<file path="src/rtl/adder_pipe_nb.sv">
// Pipelined WIDTH-bit adder, one CHUNK-bit carry slice per register stage.
// Valid/ready stream interface; the whole pipe stalls when the output is blocked.
module adder_pipe_nb #(
    parameter int WIDTH = 16,
    parameter int CHUNK = 4
) (
    input  logic             clk,
    input  logic             rst,
    input  logic             in_valid,
    output logic             in_ready,
    input  logic [WIDTH-1:0] a,
    input  logic [WIDTH-1:0] b,
    input  logic             c_in,
    output logic             out_valid,
    input  logic             out_ready,
    output logic [WIDTH-1:0] s,
    output logic             c_out,
    output logic             ovf,
    output logic             zero
);

    localparam int STAGES = WIDTH / CHUNK;
    localparam int MSB    = WIDTH - 1;
    localparam int LAST   = STAGES - 1;

    logic adv;

    logic [STAGES-1:0]            v_q, v_d, c_q, c_d;
    logic [STAGES-1:0][WIDTH-1:0] a_q, a_d, b_q, b_d, s_q, s_d;

    logic [STAGES-1:0]            src_v, src_c;
    logic [STAGES-1:0][WIDTH-1:0] src_a, src_b, src_s;

    logic [CHUNK:0]               part;

    assign adv      = !out_valid || out_ready;
    assign in_ready = adv;

    // Stage k consumes the registers of stage k-1; stage 0 consumes the ports.
    if (STAGES == 1) begin : g_one
        assign src_v = in_valid;
        assign src_c = c_in;
        assign src_a = a;
        assign src_b = b;
        assign src_s = {WIDTH{1'b0}};
    end else begin : g_many
        assign src_v = {v_q[STAGES-2:0], in_valid};
        assign src_c = {c_q[STAGES-2:0], c_in};
        assign src_a = {a_q[STAGES-2:0], a};
        assign src_b = {b_q[STAGES-2:0], b};
        assign src_s = {s_q[STAGES-2:0], {WIDTH{1'b0}}};
    end

    // Each stage adds its slice and forwards operands, partial sum and carry.
    always_comb begin
        v_d  = src_v;
        a_d  = src_a;
        b_d  = src_b;
        s_d  = src_s;
        c_d  = '0;
        part = '0;
        for (int k = 0; k < STAGES; k++) begin
            part = {1'b0, src_a[k][k*CHUNK +: CHUNK]}
                 + {1'b0, src_b[k][k*CHUNK +: CHUNK]}
                 + {{CHUNK{1'b0}}, src_c[k]};
            s_d[k][k*CHUNK +: CHUNK] = part[CHUNK-1:0];
            c_d[k] = part[CHUNK];
        end
    end

    // All stages advance together, or all hold while the output is blocked.
    always_ff @(posedge clk) begin
        if (rst) begin
            v_q <= '0;
            c_q <= '0;
            a_q <= '0;
            b_q <= '0;
            s_q <= '0;
        end else if (adv) begin
            v_q <= v_d;
            c_q <= c_d;
            a_q <= a_d;
            b_q <= b_d;
            s_q <= s_d;
        end
    end

    assign out_valid = v_q[LAST];
    assign s         = s_q[LAST];
    assign c_out     = c_q[LAST];
    assign ovf       = out_valid
                     && (a_q[LAST][MSB] == b_q[LAST][MSB])
                     && (s_q[LAST][MSB] != a_q[LAST][MSB]);
    assign zero      = out_valid && (s_q[LAST] == {WIDTH{1'b0}});

endmodule
</file>
<file path="config.mk">
export PLATFORM = sky130hd
export DESIGN_NAME = adder_pipe_nb
export DESIGN_NICKNAME = d
export VERILOG_FILES = /design/src/rtl/adder_pipe_nb.sv
export SDC_FILE = /design/constraint.sdc
export NUM_CORES = 1
export LEC_CHECK = 0
export BUFFER_PORTS_ARGS = -buffer_cell sky130_fd_sc_hd__buf_2
export CORE_AREA = 5 5 97 99
export DETAILED_ROUTE_END_ITERATION = 10
export DIE_AREA = 0 0 102 104
export GPL_TIMING_DRIVEN = 0
export PLACE_DENSITY = 0.81
export SLEW_MARGIN = 30
export SYNTH_ARGS = -nofsm -noshare
export SYNTH_HDL_FRONTEND = slang
export SYNTH_SLANG_ARGS = --single-unit
</file>
<file path="constraint.sdc">
create_clock -name clk -period 2.5 [get_ports clk]
set_input_delay 0.5 -clock clk [delete_from_list [all_inputs] [get_ports clk]]
set_output_delay 0.5 -clock clk [all_outputs]
set_load 0.05 [all_outputs]
</file>
After elaboration in Yosys (flattened, before gate mapping) --
Index checks and enable logic that the tools add are counted.
Operators by class: add/sub/neg operators 8, equality and inequality tests 2, reductions and logical operators 6
Operator list (number):
- 4-bit by 4-bit adder with 5-bit output | 4
- 5-bit by 1-bit adder with 5-bit output | 4
- 16-bit zero test | 1
- 1-bit logical AND | 3
- 1-bit == test | 1
- 1-bit zero test | 1
- 1-bit logical OR | 1
- 1-bit inequality test | 1
Storage, ports and cells: bits in registers 176, bits of input ports 37, output and inout port bits 21, logic and storage cells 30

Logic depth before layout (Yosys ltp) --
Gate-level depths: netlist (run 1).
depth in word-level cells 3, gate-level depth with buffers 6, gate-level depth less buffers 6

Least setup slack after synthesis (run 1) --
Ideal clock, no wire load.
path type reg2out, start point reg v_q[3], end point out zero, arrival 2481 ps, required time 2000 ps, slack -481 ps, cell stages (with the launch flop) 4, path through dfxtp_1 -> nor4b_1 -> nand4_1 -> nor4_1
On the way: word-level cells in the longest chain between the ends 1
Ends and longest elaborated chain:
- start: declaration | RTL line 28 | logic [STAGES-1:0] v_q, v_d, c_q, c_d;
- start signal: assignment | RTL line 80 | v_q <= v_d;
- 1-bit logical AND | RTL line 94 | assign zero = out_valid && (s_q[LAST] == {WIDTH{1'b0}});
- end: declaration | RTL line 19 | output logic zero
No other way between the ends.

Worst setup path after layout (run 1) --
start point reg s_q (netlist bit s[15]), end point out zero
On the way: word-level cells in the longest chain between the ends 2
Ends and longest elaborated chain:
- start: declaration | RTL line 29 | logic [STAGES-1:0][WIDTH-1:0] a_q, a_d, b_q, b_d, s_q, s_d;
- start signal: assignment | RTL line 78 | s_q <= '0;
- start signal: assignment | RTL line 84 | s_q <= s_d;
- 16-bit zero test | RTL line 94
- 1-bit logical AND | RTL line 94
No other way between the ends.

==> run metrics, run 1 <==
ANT nets after route 0; Peak Freq 454 MHz; Worst Hold Class input port to flop; RR Startpoint c_q[2]; final instance area 0.00473 sq mm; final net count just over 600; kind of critical path flop to output port; P&R area growth vs syn 15.3%; I/O pin count 58; CP Data Arrival Time around 1.7 ns; Core Region 0.00847 sq mm; # diodes 0; TritonCTS clock tree yes; part of the cycle the worst path needs 88.1%; Slew @ Worst Pin about 0.54 ns; Pleak 2.01 nW; first-pass GRT wire length 15200 um; Die W around 100 um; WL per Instance 13.5 um; Total Power 2.99 mW; top cell type's share of synthesized area 47.8%; height of the die ~100 um; asr flop ratio synth 0%; Initial Util 48.5%; setup TNS 0 ns; clk root buf clkbuf_8; Post-Syn Nets 544; Worst Setup SP s[15]; Clock Tree Buf Depth 2; cts bufs inserted 9; CP Max Fanout 5; Post-CTS Setup Inserts 0; Slew Viols, Final 0; outcome completed; crit start category flop; First-pass DRT Iterations 4; Fin. Hold Viols 0; HPWL after detailed placement 6910 um; H-Tree Depth 3; Overflow after GRT 0; MaxCap Viol Count 0; DR DRC count 0; via density per instance 5.07; layout cells sized above 1 18.9%; Synth area leader dfxtp_1; routability cong. 0.857; Cell Area, Placed 0.00453 sq mm; Area contributors post-synth dfxtp_1, nand2_1, a21oi_1; Hold Startpoint b[11]; Post-synth top cells nand2_1, dfxtp_1, a21oi_1; reg2reg setup slack between 0.6 and 0.7 ns; Main synth FF type dfxtp_1; reg-to-reg endpoint c_q[3]; post-synthesis register bit count 98; # setup viols final 0; cell area power density roughly 630 mW/mm^2; Post-Route Skew about 0.011 ns; Synth warnings 0; FP Rows 34; port bufs 57; FF-to-FF path depth 5; Setup crit end kind output port; insertion delay to the later sink of the worst-skew pair 0.36 ns; number of synthesized flops with an enable pin 0; die area 0.0106 sq mm; Mapped Cells 487; Netlist Area Pre-Place 0.00411 sq mm; RSZ-0062 raised after global routing false; vias 3389; largest net degree at the start of global routing 19; Iter 0 DRT Violations 111; Total Routing Usage GR 17.8%; CTS clock-pin slew for the worst setup and hold paths around 0.10 ns; initial antenna violation count 0; Num Clock Sinks slightly below 100; Syn Area/Cell around 8.4 sq um; number of global-route vias before repair between 3000 and 4000; post-layout minimum cycle time ~2.2 ns; Rel. slew slack approximately 64%; leading cell type by number of instances after synthesis nand2_1; total wire length 9030 um; Filler cells 773; Setup crit end zero; WP data required 2.00 ns; post-synthesis sequential area ratio 47.8%; Cell variety after synth 30; Peak VDD IR 0.349 mV
==> cell usage in the layout, fill, tap and decap left out, types with 2 or more instances in the layout <==
| master | n |
|---|---|
| xnor2_1 | 4 |
| a2111o_1 | 4 |
| a211oi_1 | 8 |
| nor2b_1 | 3 |
| clkbuf_8 | 10 |
| inv_8 | 2 |
| a21o_1 | 4 |
| clkinv_4 | 2 |
| a21oi_1 | 88 |
| or3_1 | 3 |
| inv_1 | 11 |
| nand2_1 | 170 |
| nor4_1 | 2 |
| dfxtp_1 | 98 |
| ha_1 | 12 |
| buf_4 | 2 |
| nand2b_1 | 3 |
| buf_2 | 67 |
| fa_1 | 8 |
| nor2_1 | 15 |
| buf_6 | 13 |
| nand3b_1 | 7 |
| o21ai_0 | 3 |
| o211ai_2 | 3 |
| clkbuf_1 | 7 |
==> layer usage <==
layer	wire, um	part of all wire [%]	vias to the layer above	GRT usage [%]
li1	-	-	1735	-
met2	4490	50	66	29.9
met5	0	0	-	0
met3	510	5.6	5	3.69
met4	63	0.70	0	4.50
met1	3970	44	1583	23.1
==> kinds of logic after synthesis <==
logic type / share of synthesized area [%]
compound gates: 16.0
flops: 47.8
simple gates: 20.8
buf+inv: 6.95
fa+ha+maj: 7.56
xor+xnor: 0.853
==> worst min path at each step <==
stage	endpoint	slack, ns	depth (start not counted)
floorplan	a_d[20]	0.43	2
global placement	b_d[31]	0.44	2
detailed placement	a_d[46]	0.44	2
CTS	b_d[27]	0.36	3
global route	b_d[28]	0.36	3
finish	b_d[27]	0.37	3
==> repair_timing <==
| item | in CTS | in global routing |
|---|---|---|
| setup endpoints to repair | 0 | 1 |
| hold buffers | 0 | 0 |
| gates resized for setup | 0 | 1 |
==> critical path, stage by stage (launching register included) <==
cell and delay [ns]:
dfxtp_1 0.38, nor4b_2 0.35, nand4_1 0.18, nor4_2 0.14, buf_2 0.30
==> power by group <==
| group | switching (mW) | internal (mW) |
|---|---|---|
| Sequential | 0.0505 | 1.65 |
| Clock | 0.574 | 0.410 |
| Combinational | 0.186 | 0.129 |
| Total | 0.810 | 2.18 |
==> flip-flops by register name, summed over array words and instances (netlist names) <==
name and count:
a_d 24, b_d 24, s_d 24, s 16, c_q 4, v_q 4
a_q 1, b_q 1
==> final cells by class <==
type / count / area, sq um / area share, %
Sequential cell: 98 / 1960 / 41.4
Multi-Input combinational cell: 345 / 1870 / 39.5
Timing Repair Buffer: 57 / 285 / 6.03
Buffer: 32 / 238 / 5.02
Clock buffer: 10 / 138 / 2.91
Tap cell: 108 / 135 / 2.85
Clock inverter: 6 / 56.3 / 1.19
Inverter: 12 / 47.5 / 1.00
==> through the flow <==
stage	std cells	utilization (%)	setup slack (ns)	hold WS, ns
after global placement	652	53.5	0.517	0.439
after CTS	668	55.8	0.108	0.360
after floorplan	487	-	0.0911	0.432
after global routing	668	55.9	0.160	0.358
final	668	55.9	0.297	0.372
after detailed placement	652	53.5	0.505	0.444
No activity file was read; power rests on OpenSTA's default activity.
==> run 2: changes to the inputs <==
SETUP_SLACK_MARGIN = 0.5   (was unset)
==> run metrics, run 2 (synthesis gave the netlist of run 1 again) <==
outcome completed; reg-to-reg endpoint c_q[3]; CP top delay family simple AND/OR/NAND/NOR gates; Setup crit end kind output port; P&R area growth vs syn 17.1%; Initial Util 48.5%; insertion delay to the later sink of the worst-skew pair 0.38 ns; RSZ-0062 raised after global routing true; Setup crit end zero; Num Clock Sinks 98; Pleak 2.03 nW; FP Rows 34; Die W 102 um; reg2reg setup slack 0.64 ns; Hold Startpoint b[6]; CP max stage cell dfxtp_2; setup TNS 0 ns; Peak Freq roughly 470 MHz; final instance area 0.00481 sq mm; post-layout minimum cycle time 2.11 ns; largest net degree at the start of global routing 20; Total Routing Usage GR between 10% and 20%; first-pass GRT wire length approximately 16000 um; # setup viols final 0; Iter 0 DRT Violations 151; WL per Instance approximately 14 um; # diodes 0; port bufs 57; final net count 613; most frequent cells in the layout nand2_1, a21oi_1, dfxtp_1, buf_2, nor2_1; die area 0.0106 sq mm; critical-path cell list nor4_1 > nand4_1 > nor4_4 > buf_6; Cell Area, Placed roughly 0.0046 sq mm; First-pass DRT Iterations 4; layout cells sized above 1 between 20% and 30%; H-Tree Depth 3; Clock Tree Buf Depth 2; kind of critical path flop to output port; crit start category flop; RR Startpoint c_q[2]; Rel. slew slack between 60% and 70%; cell area power density 647 mW/mm^2; total wire length just over 9000 um; DR DRC count 0; height of the die 104 um; CP Max Fanout 3; Slew Viols, Final 0; Core Region 0.00847 sq mm; number of global-route vias before repair 3331; GRT met3 Usage about 4.0%; GRT busiest layer met2; Peak VDD IR 0.320 mV; grt met1 use 23.3%; WP data required 2.00 ns; Worst Setup SP s[3]; part of the cycle the worst path needs 84.3%; HPWL after detailed placement slightly above 7000 um; CP Data Arrival Time 1.61 ns; via density per instance roughly 5.1; TritonCTS clock tree yes; clk root buf clkbuf_8; CTS clock-pin slew for the worst setup and hold paths 0.11 ns; routability cong. between 0.8 and 0.9; Post-Route Skew 0.0116 ns; I/O pin count 58; Stages on worst setup path 4; Fin. Hold Viols 0; most common cell after layout, fill and taps aside nand2_1; largest stage delay on the critical path 0.34 ns; Worst Hold Class input port to flop; cts bufs inserted 9; FF-to-FF path depth 5; ANT nets after route 0; Overflow after GRT 0; vias 3433; Slew @ Worst Pin about 0.55 ns; Buf/Inv on CP 1; met2 usage 30.0%; MaxCap Viol Count 0; initial antenna violation count 0
## run 2: cell count changes in the layout (fill, tap and decap cells not counted), sizes merged
cell      before  now
buf           82   83
bufinv         0    1
clkbuf        17   16
clkinvlp       1    0
inv           15   16
## run 2: repair_timing
item                                    CTS  global route
endpoints found under the setup margin    1             1
pin swaps                                 3             1
cloned                                    0             0
resized for setup                         5             0
hold buffers                              0             0
setup buffers                             1             0
## run 2: metal layers
metal	up-vias	wire, um
met4	0	208
met2	66	4670
li1	1750	-
met1	1602	4010
met3	15	451
met5	-	0
## run 2: stage by stage
step	instances	power [mW]	hold slack (ns)	setup slack, ns	utilization (%)
final	669	3.11	0.356	0.392	56.8
after floorplan	487	1.94	0.429	0.516	-
after CTS	669	3.13	0.345	0.376	56.8
after global placement	652	2.03	0.439	0.437	53.9
after detailed placement	652	2.05	0.445	0.464	53.9
after global routing	669	3.24	0.347	0.303	56.8
## run 2: area by class of cell
cell class,count,area (sq um)
sequential,98,1980
buffer,32,238
inverter,12,47.5
timing repair buffer,58,299
tap,108,135
clock buffer,9,124
multi-input combinational,345,1900
clock inverter,7,90.1
fill,769,3660
## run 2: worst min-delay path by stage
| stage | end | slack, ns | cells past startpoint |
|---|---|---|---|
| after floorplan | s[0] | 0.43 | 2 |
| after global placement | b_d[31] | 0.44 | 2 |
| after detailed placement | a_d[26] | 0.44 | 2 |
| after CTS | b_d[29] | 0.34 | 3 |
| after global routing | b_d[28] | 0.35 | 3 |
| final | b_d[22] | 0.36 | 3 |
## run 2: power breakdown
part	internal, mW	leakage (nW)	switching (mW)	total (mW)
combinational	0.132	1.11	0.189	0.321
clock	0.490	0.110	0.604	1.09
sequential	1.64	0.811	0.0523	1.70
## run 2: worst reg2reg max path, delay by kind of cell, from the launching register on
family | cells | cell delay, ns
fa+ha+maj | 2 | 0.89
compound gates | 2 | 0.44
flops | 1 | 0.34
simple gates | 1 | 0.08
